**config.mk**
```make
export PLATFORM = sky130hd
export DESIGN_NAME = my_adder_arbiter
export DESIGN_NICKNAME = d
export VERILOG_FILES = /design/src/rtl/my_adder_arbiter.sv
export SDC_FILE = /design/constraint.sdc
export NUM_CORES = 1
export LEC_CHECK = 0
export CORE_MARGIN = 2
export CORE_UTILIZATION = 49
export CTS_BUF_LIST = sky130_fd_sc_hd__clkbuf_16
export DETAILED_ROUTE_END_ITERATION = 7
export PLACE_DENSITY = 0.86
export SYNTH_ARGS = -nofsm -noshare
export SYNTH_HDL_FRONTEND = slang
export SYNTH_SLANG_ARGS = --single-unit
```
**constraint.sdc**
```tcl
create_clock -name clk -period 6.8 [get_ports clk]
set_input_delay 1.02 -clock clk [delete_from_list [all_inputs] [get_ports clk]]
set_output_delay 1.02 -clock clk [all_outputs]
set_load 0.01 [all_outputs]
```
**src/rtl/my_adder_arbiter.sv**
```systemverilog
// my_adder_arbiter: shares one combinational my_adder between two requesters.
// Operand pairs arrive over valid/ready handshakes and are latched. One addition
// runs at a time. The registered sum goes back on a shared bus, with a separate
// response valid/ready pair for each requester.
//
// Ports:
//   clk, rst_n                 clock, synchronous active-low reset
//   req{0,1}_valid/_ready      operand handshake (ready is combinational, IDLE only)
//   req{0,1}_a, req{0,1}_b     operands, WIDTH bits
//   rsp{0,1}_valid/_ready      result handshake for the owning requester
//   rsp_data                   registered sum, held after a transfer completes
//   rsp_carry                  registered carry-out (only with MY_ADDER_ARBITER_CARRY_EN)
//   busy                       high whenever the FSM is not in IDLE
//
// Build option: MY_ADDER_ARBITER_CARRY_EN adds the rsp_carry port.
// Only WIDTH = 16 is supported, which matches the shared adder.

module my_adder #(
  parameter int WIDTH = 16,
  parameter int OUT_W = WIDTH
) (
  input  logic [WIDTH-1:0] a_i,
  input  logic [WIDTH-1:0] b_i,
  output logic [OUT_W-1:0] sum_o
);
  assign sum_o = OUT_W'(a_i) + OUT_W'(b_i);
endmodule

// state | meaning
// IDLE  | waiting for a request; ready goes to the granted requester
// CALC  | adder is fed from the operand registers; the sum is captured at the next edge
// RESP  | rsp<owner>_valid is high; waits for rsp<owner>_ready
module my_adder_arbiter #(
  parameter int WIDTH = 16
) (
  input  logic             clk,
  input  logic             rst_n,
  input  logic             req0_valid,
  output logic             req0_ready,
  input  logic [WIDTH-1:0] req0_a,
  input  logic [WIDTH-1:0] req0_b,
  input  logic             req1_valid,
  output logic             req1_ready,
  input  logic [WIDTH-1:0] req1_a,
  input  logic [WIDTH-1:0] req1_b,
  output logic             rsp0_valid,
  input  logic             rsp0_ready,
  output logic             rsp1_valid,
  input  logic             rsp1_ready,
  output logic [WIDTH-1:0] rsp_data,
`ifdef MY_ADDER_ARBITER_CARRY_EN
  output logic             rsp_carry,
`endif
  output logic             busy
);

  typedef enum logic [1:0] {IDLE, CALC, RESP} state_e;

`ifdef MY_ADDER_ARBITER_CARRY_EN
  localparam int SUM_W = WIDTH + 1;
`else
  localparam int SUM_W = WIDTH;
`endif

  state_e           state_q, state_d;
  logic             prio_q, prio_d;
  logic             owner_q, owner_d;
  logic [WIDTH-1:0] a_q, a_d, b_q, b_d;
  logic [WIDTH-1:0] data_q, data_d;
  logic [SUM_W-1:0] sum;
  logic             grant0, grant1;
`ifdef MY_ADDER_ARBITER_CARRY_EN
  logic             carry_q, carry_d;
`endif

  my_adder #(.WIDTH(WIDTH), .OUT_W(SUM_W)) u_adder (
    .a_i   (a_q),
    .b_i   (b_q),
    .sum_o (sum)
  );

  always_comb begin
    state_d    = state_q;
    prio_d     = prio_q;
    owner_d    = owner_q;
    a_d        = a_q;
    b_d        = b_q;
    data_d     = data_q;
`ifdef MY_ADDER_ARBITER_CARRY_EN
    carry_d    = carry_q;
`endif
    grant0     = 1'b0;
    grant1     = 1'b0;
    req0_ready = 1'b0;
    req1_ready = 1'b0;
    rsp0_valid = 1'b0;
    rsp1_valid = 1'b0;
    case (state_q)
      IDLE: begin
        // Requester 1 wins if it is alone, or on a tie when it holds priority.
        grant1 = req1_valid && (!req0_valid || prio_q);
        grant0 = req0_valid && !grant1;
        // Keep ready low while reset is held so nothing looks accepted.
        req0_ready = grant0 && rst_n;
        req1_ready = grant1 && rst_n;
        if (grant0 || grant1) begin
          a_d     = grant1 ? req1_a : req0_a;
          b_d     = grant1 ? req1_b : req0_b;
          owner_d = grant1;
          prio_d  = !grant1;
          state_d = CALC;
        end
      end
      CALC: begin
        data_d  = sum[WIDTH-1:0];
`ifdef MY_ADDER_ARBITER_CARRY_EN
        carry_d = sum[WIDTH];
`endif
        state_d = RESP;
      end
      RESP: begin
        rsp0_valid = !owner_q;
        rsp1_valid = owner_q;
        if (owner_q ? rsp1_ready : rsp0_ready) state_d = IDLE;
      end
      default: state_d = IDLE;
    endcase
  end

  always_ff @(posedge clk) begin
    if (!rst_n) begin
      state_q <= IDLE;
      prio_q  <= 1'b0;
      owner_q <= 1'b0;
      a_q     <= '0;
      b_q     <= '0;
      data_q  <= '0;
`ifdef MY_ADDER_ARBITER_CARRY_EN
      carry_q <= 1'b0;
`endif
    end else begin
      state_q <= state_d;
      prio_q  <= prio_d;
      owner_q <= owner_d;
      a_q     <= a_d;
      b_q     <= b_d;
      data_q  <= data_d;
`ifdef MY_ADDER_ARBITER_CARRY_EN
      carry_q <= carry_d;
`endif
    end
  end

  assign rsp_data = data_q;
`ifdef MY_ADDER_ARBITER_CARRY_EN
  assign rsp_carry = carry_q;
`endif
  assign busy = (state_q != IDLE);

endmodule

```
==> run metrics <==
Clock Path Buffers 2; number of synthesized flops with an enable pin 0; XOR/XNOR Fraction of Synth Area 1.68%; I/O Buffers 90; initial core utilization 50.9%; Worst path slowest cell clkdlybuf4s50_1; vias in the first global route 2,491; via count 2,735; Worst Path Arrival 2.77 ns; Synth Area in Compound Gates 28.6%; Max IR drop VDD 136 uV; nature of the critical path endpoint output pin; clock sink count 52; drt total wl 7.18 mm; PostCTS Resize Cnt 0; skew final 0.00328 ns; CTS root buf clkbuf_16; P_int 0.611 mW; Worst-Skew Late Latency 0.29 ns; FFs w/ async S/R, synth 0%; CTS Hold Buffers Added 0; Area contributors post-synth dfxtp_1 (40%), a222oi_1 (12%), ha_1 (7.2%); vias per cell 6.13; wire per inst 16.1 um; Core Area 5110 um^2; fmax 264 MHz; gr ovfl total 0; H-tree levels 2; simple-gate portion of the synthesized area 17.7%; Final ANT Viol Nets 0; status complete, no violations; first-pass GRT wire length 11.7 mm; Nets 461; RSZ-0062 raised after global routing no; Sw Pwr 0.230 mW; TritonCTS buffer count 5; DRT iter0 DRCs 324; Crit. Startpoint req1_valid; Lkg Pwr 1.49 nW; postcts setup bufs 0; Synth top cells by count dfxtp_1 (52), nor2_1 (41), a222oi_1 (32); Critical Path Source Type primary input; DIE HEIGHT 76.9 um; Fin Setup TNS 0 ns; Seq/Total Area, Yosys 40.0%; Final min period 3.79 ns; Netlist cell types 46; Yosys Warn Count 0; Cell Rows 26; Die Area 5910 um^2; Total GRT Usage 24.2%; CP dominant cell by count clkdlybuf4s50_1; share of layout cells above drive strength 1 5.05%; top-count cell post-synth dfxtp_1; syn_nets 380; drt first pass iters 8; DRC 0; initial antenna violation count 0; Sw Ratio 27.4%; critical-path maximum fanout 34; logic gate share of total power 25.1%; Final period util 55.7%; reg-to-reg slack, setup 4.36 ns; Final Setup Violations 0; Post-Syn Area 2600 um^2; Reg clk slew, reported paths 0.06 ns; worst-path cell chain clkdlybuf4s50_1, o21ai_0, nor2_2, buf_4, and2_1, clkdlybuf4s50_1; Antenna Cells 0; critical path's largest stage delay 0.53 ns; largest family of logic cells by synthesized area compound AO/OA/AOI/OAI gates; Max-Cap Viols 0; Power Dens Cells 227 nW/um^2; top cell type's share of synthesized area 40.0%; synthesized area per cell 8.85 um^2; Hold WC Path Type reg -> reg; multiplexer share of the synthesized area 0.385%; min-delay src rsp_data[3]; io pins 91; power share of the clock group 33.1%; fillers 413; Synth Instances 294; TritonCTS clock tree built; P&R area growth vs syn 42.8%; Synth Area in Adders 7.98%; worst r2r src a_q[0]; data required time of the worst path 5.78 ns; actual slew at the worst max-slew pin 1.03 ns; Final HPWL DP 5.22 mm; Primary FF master, synth dfxtp_1; final core occ 72.7%; Slew HR 31.4%; fin. max-slew vios 0; area leader, netlist dfxtp_1; Setup CP Type in -> out; flops & latches, synth 52; final hold viol count 0; Sequential Power Share 41.8%; Die X 76.9 um; largest net degree at the start of global routing 49; Final Wtd Congestion 0.904
sequential cells by signal, indices dropped and copies added, names as in the netlist:
register,flops
prio_q,1
state_q,2
owner_q,1
rsp_data,16
a_q,16
b_q,16
metal layers:
layer  up-vias  global-route usage [%]  wire (um)
met5         -                       0          0
li1       1307                       -          -
met4         0                    8.18        180
met2       144                    38.9       3320
met3        20                    6.47        707
met1      1264                    31.3       2970
cells by family (layout without fill, tap and decap cells):
family                     count (synthesis)  count (layout)
xor gates and xnor gates                   5               5
buffers and inverters                     25             107
DFF                                       52              52
and+or+nand+nor                           99              99
muxes                                      1               1
AOI/OAI and AO/OA                         96              96
adders and majority gates                 16              16
final cells by class:
type | count | area, um^2 | area share [%]
clock buffer | 5 | 125 | 3.37
clock inverter | 3 | 37.5 | 1.01
inverter | 5 | 18.8 | 0.505
multi-input combinational | 217 | 1470 | 39.7
sequential | 52 | 1040 | 28.0
tap | 70 | 87.6 | 2.36
timing repair buffer | 94 | 931 | 25.1
per-stage QoR:
stage                     setup slack [ns]  cells  power [mW]  hold WS (ns)  instance area [um^2]
after detailed placement              3.02    438       0.566         0.444                  3550
after floorplan                       3.91    294       0.474         0.469                  2600
after CTS                             3.02    446       0.842         0.454                  3710
after global placement                3.04    438       0.561         0.441                  3550
final                                 3.01    446       0.841         0.455                  3710
after global routing                  2.87    446       0.876         0.484                  3710
power by group through the flow:
stage                     registers [mW]  logic [mW]  clock network (mW)
final                              0.352       0.211               0.278
after global routing               0.355       0.230               0.291
after CTS                          0.351       0.210               0.280
after detailed placement           0.358       0.208                   0
after global placement             0.357       0.205                   0
after floorplan                    0.355       0.119                   0
worst paths after layout:
kind | endpoint | depth (start not counted)
worst max-delay path | req1_ready | 6
worst max register to register | rsp_data[12] | 7
worst min-delay path | rsp_data[3] | 2
worst min register to register | rsp_data[3] | 2
layout by cell type, fill, tap and decap left out, types with 3 or more instances in the layout:
cell type,count
buf_4,4
nor3_1,5
a21o_1,5
nor2_1,40
ha_1,15
nand2_1,20
and3_1,10
inv_1,5
xor2_1,3
clkbuf_16,5
dfxtp_1,52
and2_1,3
a31oi_1,3
o21a_1,3
a21oi_1,23
o21ai_0,11
a222oi_1,32
clkdlybuf4s50_1,90
nand3_1,7
critical path, delay by kind of cell:
| family | cells | cell delay [ns] |
|---|---|---|
| buffers and inverters | 3 | 1.35 |
| and+or+nand+nor | 2 | 0.26 |
| AOI/OAI and AO/OA | 1 | 0.11 |
Note: power is estimated with default switching activity, not from simulation.
==> patch 1 (config.mk and constraints unchanged) <==
`b_q` no longer has a reset.
--- a/src/rtl/my_adder_arbiter.sv
+++ b/src/rtl/my_adder_arbiter.sv
@@ -133,7 +133,6 @@
       prio_q  <= 1'b0;
       owner_q <= 1'b0;
       a_q     <= '0;
-      b_q     <= '0;
       data_q  <= '0;
 `ifdef MY_ADDER_ARBITER_CARRY_EN
       carry_q <= 1'b0;
@@ -143,12 +142,15 @@
       prio_q  <= prio_d;
       owner_q <= owner_d;
       a_q     <= a_d;
-      b_q     <= b_d;
       data_q  <= data_d;
 `ifdef MY_ADDER_ARBITER_CARRY_EN
       carry_q <= carry_d;
 `endif
     end
+  end
+
+  always_ff @(posedge clk) begin
+    b_q <= b_d;
   end
 
   assign rsp_data = data_q;
Formal check against the unedited RTL: same outputs for any inputs over 10 cycles, from zero or initial values and one cycle with rst_n low; that may be too few to reach the edited logic, so the function may still have changed.
==> patch 1 against the unedited design <==
Global-route usage shrank 2.2 points. Clock skew grew 0.0025 ns. Power grew 15%. Wire length shrank 4.1%. Area after synthesis grew 13%. Worst setup slack lost 0.59 ns. Sequential cell count is the same. Non-clock buffer count shrank 1. Die area grew 12%. Final area grew 8.3%. Critical endpoint unchanged. Largest power group unchanged.
==> patch 1: results (changes against the unedited design) <==
\begin{tabular}{lr}
\hline
Metric & Value \\
\hline
\multicolumn{2}{l}{\textbf{Critical path}} \\
Source of the worst register-to-register timing path & b\_q[0] \\
Worst EP arrival & 3.35 ns (+0.58 ns) \\
Critical path launch point & req0\_valid \\
Worst reg2reg path depth & 8 (+1) \\
Worst-path fanout max & 51 (+50\%) \\
Worst R2R Setup Slack & 4.55 ns (+0.19 ns) \\
Longest individual stage delay on the worst path & 0.92 ns (+0.39 ns) \\
\multicolumn{2}{l}{\textbf{Synth}} \\
Cell count after synthesis & 314 (+6.8\%) \\
Yosys cell types & 51 (+11\%) \\
Ranking of synthesized cells by instance count & o21ai\_0, dfxtp\_1, a21oi\_1 \\
Share of synthesized area occupied by flip-flops and latches & 0.410 (+0.0101) \\
Synthesized net count & 400 (+5.3\%) \\
Most area-consuming cells after synthesis & dfxtp\_1, edfxtp\_1, o21ai\_0 \\
\multicolumn{2}{l}{\textbf{Hold path}} \\
Worst hold start & rsp\_data[0] \\
Endpoint of the worst hold-timing path & rsp\_data[0] \\
\multicolumn{2}{l}{\textbf{Place}} \\
Weighted congestion at the end of routability-driven global placement & 0.909 (+0.64\%) \\
Worst setup slack before clock tree synthesis & 2.44 ns (-0.586 ns) \\
Placed Instance Area & 3850 um\^{}2 (+8.5\%) \\
\multicolumn{2}{l}{\textbf{Detailed routing}} \\
Detailed Route WL & 6890 um (-4.1\%) \\
Total iterations of the first detailed-routing run & 4 (-4) \\
First-iteration detailed-routing DRC count & 136 (-58\%) \\
Met1 routed wirelength after detailed routing & 3110 um (+4.8\%) \\
\multicolumn{2}{l}{\textbf{Power}} \\
Switching component of the power & 283 uW (+23\%) \\
Largest vdd supply drop & 0.140 mV (+3.0\%) \\
Static leakage power & 1.54 nW (+3.6\%) \\
\multicolumn{2}{l}{\textbf{Final layout}} \\
Net count, final & 483 (+4.8\%) \\
Final instance count without filler cells & 473 (+6.1\%) \\
\multicolumn{2}{l}{\textbf{STA}} \\
Least-Margin Pin Slew & 0.769 ns (-0.258 ns) \\
Hold Slack & 0.462 ns (+0.00761 ns) \\
Final setup skew & 0.00577 ns (+0.00249 ns) \\
\multicolumn{2}{l}{\textbf{Status}} \\
Run status & finished clean \\
\multicolumn{2}{l}{\textbf{Global routing}} \\
First-pass GRT wire length & 11200 um (-3.8\%) \\
Number of global-route vias before repair & 2457 (-1.4\%) \\
Met3 routing resource usage after global routing & 0.0333 (-0.0314) \\
Overall track demand over capacity in global routing & 0.219 (-0.0225) \\
\hline
\end{tabular}
## patch 1: changes by cell type after synthesis, sizes merged, moves of 4 or more
cell    change
o21ai      +38
a222oi     -32
nor2       -23
mux2       +17
dfxtp      -16
edfxtp     +16
nand3b     +15
and3       -10
a21oi       +9
clkbuf      -9
a21boi      +4
buf         +4
nand3       +4
## patch 1: tightest hold or removal path: stages (launching register included)
cell and delay [ns]:
dfxtp_1 0.31, nand2_1 0.05, a21boi_1 0.05
## patch 1: worst max-delay path by stage
| stage | endpoint | slack [ns] | depth (start not counted) |
|---|---|---|---|
| final | req1_ready | 2.43 | 6 |
| after global routing | req1_ready | 2.26 | 6 |
| after CTS | req1_ready | 2.43 | 6 |
| after detailed placement | req1_ready | 2.44 | 6 |
| after global placement | req1_ready | 2.50 | 6 |
| after floorplan | req0_ready | 3.63 | 5 |
## patch 1: final cells by class
| type | instances | area (um^2) |
|---|---|---|
| fillers | 456 | 1830 |
| multi-input cells | 241 | 1620 |
| flip-flops and latches | 52 | 1200 |
| repair buffers | 93 | 923 |
| clock buffers | 5 | 125 |
| well taps | 75 | 93.8 |
| clock inverters | 3 | 42.5 |
| inverters | 4 | 15.0 |
## patch 1: power groups by stage
stage	clock network (mW)	registers, mW	logic [mW]
after floorplan	0	0.390	0.185
after global placement	0	0.390	0.289
after detailed placement	0	0.392	0.297
after CTS	0.288	0.385	0.301
after global routing	0.298	0.389	0.335
final	0.282	0.385	0.301
## patch 1: cell families (layout without fill, tap and decap cells)
family	after synthesis	after routing	share of synthesized area
mux	21	21	0.0791
compound gates	103	103	0.201
buf+inv	21	105	0.0410
simple gates	92	92	0.171
xor+xnor	9	9	0.0269
flops	52	52	0.410
fa+ha+maj	16	16	0.0709
==> patch 2 (config.mk and constraints unchanged) <==
Made on the original files. `WIDTH` is set to 16 in 2 places; all go to 18. Comments in the files are not updated.
--- a/src/rtl/my_adder_arbiter.sv
+++ b/src/rtl/my_adder_arbiter.sv
@@ -16,7 +16,7 @@
 // Only WIDTH = 16 is supported, which matches the shared adder.
 
 module my_adder #(
-  parameter int WIDTH = 16,
+  parameter int WIDTH = 18,
   parameter int OUT_W = WIDTH
 ) (
   input  logic [WIDTH-1:0] a_i,
@@ -31,7 +31,7 @@
 // CALC  | adder is fed from the operand registers; the sum is captured at the next edge
 // RESP  | rsp<owner>_valid is high; waits for rsp<owner>_ready
 module my_adder_arbiter #(
-  parameter int WIDTH = 16
+  parameter int WIDTH = 18
 ) (
   input  logic             clk,
   input  logic             rst_n,
Ports: changed (5 resized); port bits go from 91 to 101. The function was not compared with the original's and may differ.
==> patch 2 against the unedited design <==
Worst setup slack worse by 0.60 ns. Final area is 15% higher. Wire length rose by 21%. Power increased by 21%. Via count up 16%. First-iteration DRC count is 6.8% higher. Highest routed layer unchanged. Clock power is 40% higher. Sequential share of layout area shrank 0.76 points. Sequential cell count rose by 6. Area after synthesis is 14% higher. Cell count up 16%.
==> patch 2: results (changes against the unedited design) <==
\begin{tabular}{lr}
\hline
Metric & Value \\
\hline
\multicolumn{2}{l}{\textbf{Critical path}} \\
Worst-path fanout max & 38 (+12\%) \\
Critical path launch point & req0\_valid \\
Reg2Reg Capture Point & rsp\_data[10] \\
Worst EP arrival & 3.37 ns (+0.60 ns) \\
\multicolumn{2}{l}{\textbf{Clock network}} \\
Later-pin clock latency in the skew report & 0.32 ns (+0.03 ns) \\
Total clock buffers created by CTS & 9 (+4) \\
Number of H-tree levels & 3 (+1) \\
\multicolumn{2}{l}{\textbf{Global routing}} \\
Maximum number of pins on one net before global-route repair & 39 (-20\%) \\
Met3 routing resource usage after global routing & 0.0473 (-0.0175) \\
Number of global-route vias before repair & 2866 (+15\%) \\
First-pass GRT wire length & 13400 um (+15\%) \\
Met1 Use GR & 0.355 (+0.0420) \\
Overall track demand over capacity in global routing & 0.263 (+0.0214) \\
Met2 Usage GRT & 0.410 (+0.0203) \\
\multicolumn{2}{l}{\textbf{Power}} \\
Total power density per cell area & 240 nW/um\^{}2 (+5.8\%) \\
Switching component of the power & 291 uW (+26\%) \\
Seq group & 393 uW (+12\%) \\
Portion of total power attributed to the clock network & 0.381 (+0.050) \\
Static leakage power & 1.64 nW (+10\%) \\
\multicolumn{2}{l}{\textbf{Final layout}} \\
Area of all placed cells without fillers & 4260 um\^{}2 (+15\%) \\
Net count, final & 534 (+16\%) \\
Final instance count without filler cells & 518 (+16\%) \\
Filler Cell Count & 464 (+12\%) \\
Share of layout cells above drive strength 1 & 0.0497 (-0.000871) \\
\multicolumn{2}{l}{\textbf{Place}} \\
Placed Instance Area & 4000 um\^{}2 (+13\%) \\
Worst setup slack before clock tree synthesis & 2.46 ns (-0.564 ns) \\
DPL Wire Length & 6320 um (+21\%) \\
Post-placement cell count & 502 (+15\%) \\
Port Buf Inserts & 100 (+11\%) \\
\multicolumn{2}{l}{\textbf{Status}} \\
Run status & finished clean \\
\multicolumn{2}{l}{\textbf{Synth}} \\
Synthesized net count & 444 (+17\%) \\
Cell count after synthesis & 348 (+18\%) \\
Xor/xnor cell area share of the yosys netlist & 0.0148 (-0.00205) \\
Ranking of synthesized cells by instance count & dfxtp\_1, nor2\_1, a222oi\_1 \\
\multicolumn{2}{l}{\textbf{STA}} \\
Least-Margin Pin Slew & 1.30 ns (+0.271 ns) \\
Hold Slack & 0.451 ns (-0.00417 ns) \\
\multicolumn{2}{l}{\textbf{Detailed routing}} \\
First-iteration detailed-routing DRC count & 346 (+6.8\%) \\
Via total after detailed routing & 3181 (+16\%) \\
\multicolumn{2}{l}{\textbf{Hold path}} \\
Endpoint of the worst hold-timing path & rsp\_data[7] \\
\hline
\end{tabular}
==> patch 2: changes by cell type after synthesis, moves of 5 or more <==
cell	delta
nand2_1	+8
o21ai_0	+8
nor2_1	+10
dfxtp_1	+6
and3_1	-5
nand4b_1	+5
nand3_1	+13
==> patch 2: final cells by class <==
class,count,share of cell area
well taps,75,0.0220
clock inverters,7,0.00852
inverters,8,0.00705
clock buffers,9,0.0529
repair buffers,104,0.242
flip-flops and latches,58,0.273
multi-input cells,257,0.395
==> patch 2: layer usage <==
layer  wire (um)  part of all wire  vias to the layer above
met5           0                 0                        -
met2        4110              0.47                      155
met1        3810              0.44                     1494
li1            -                 -                     1516
met4         184             0.021                        0
met3         583             0.067                       16
==> patch 2: worst max-delay path, cell delays in order <==
cell and delay (ns):
clkdlybuf4s50_1 0.52, and3_1 1.05, and2_1 0.25, clkdlybuf4s50_1 0.53
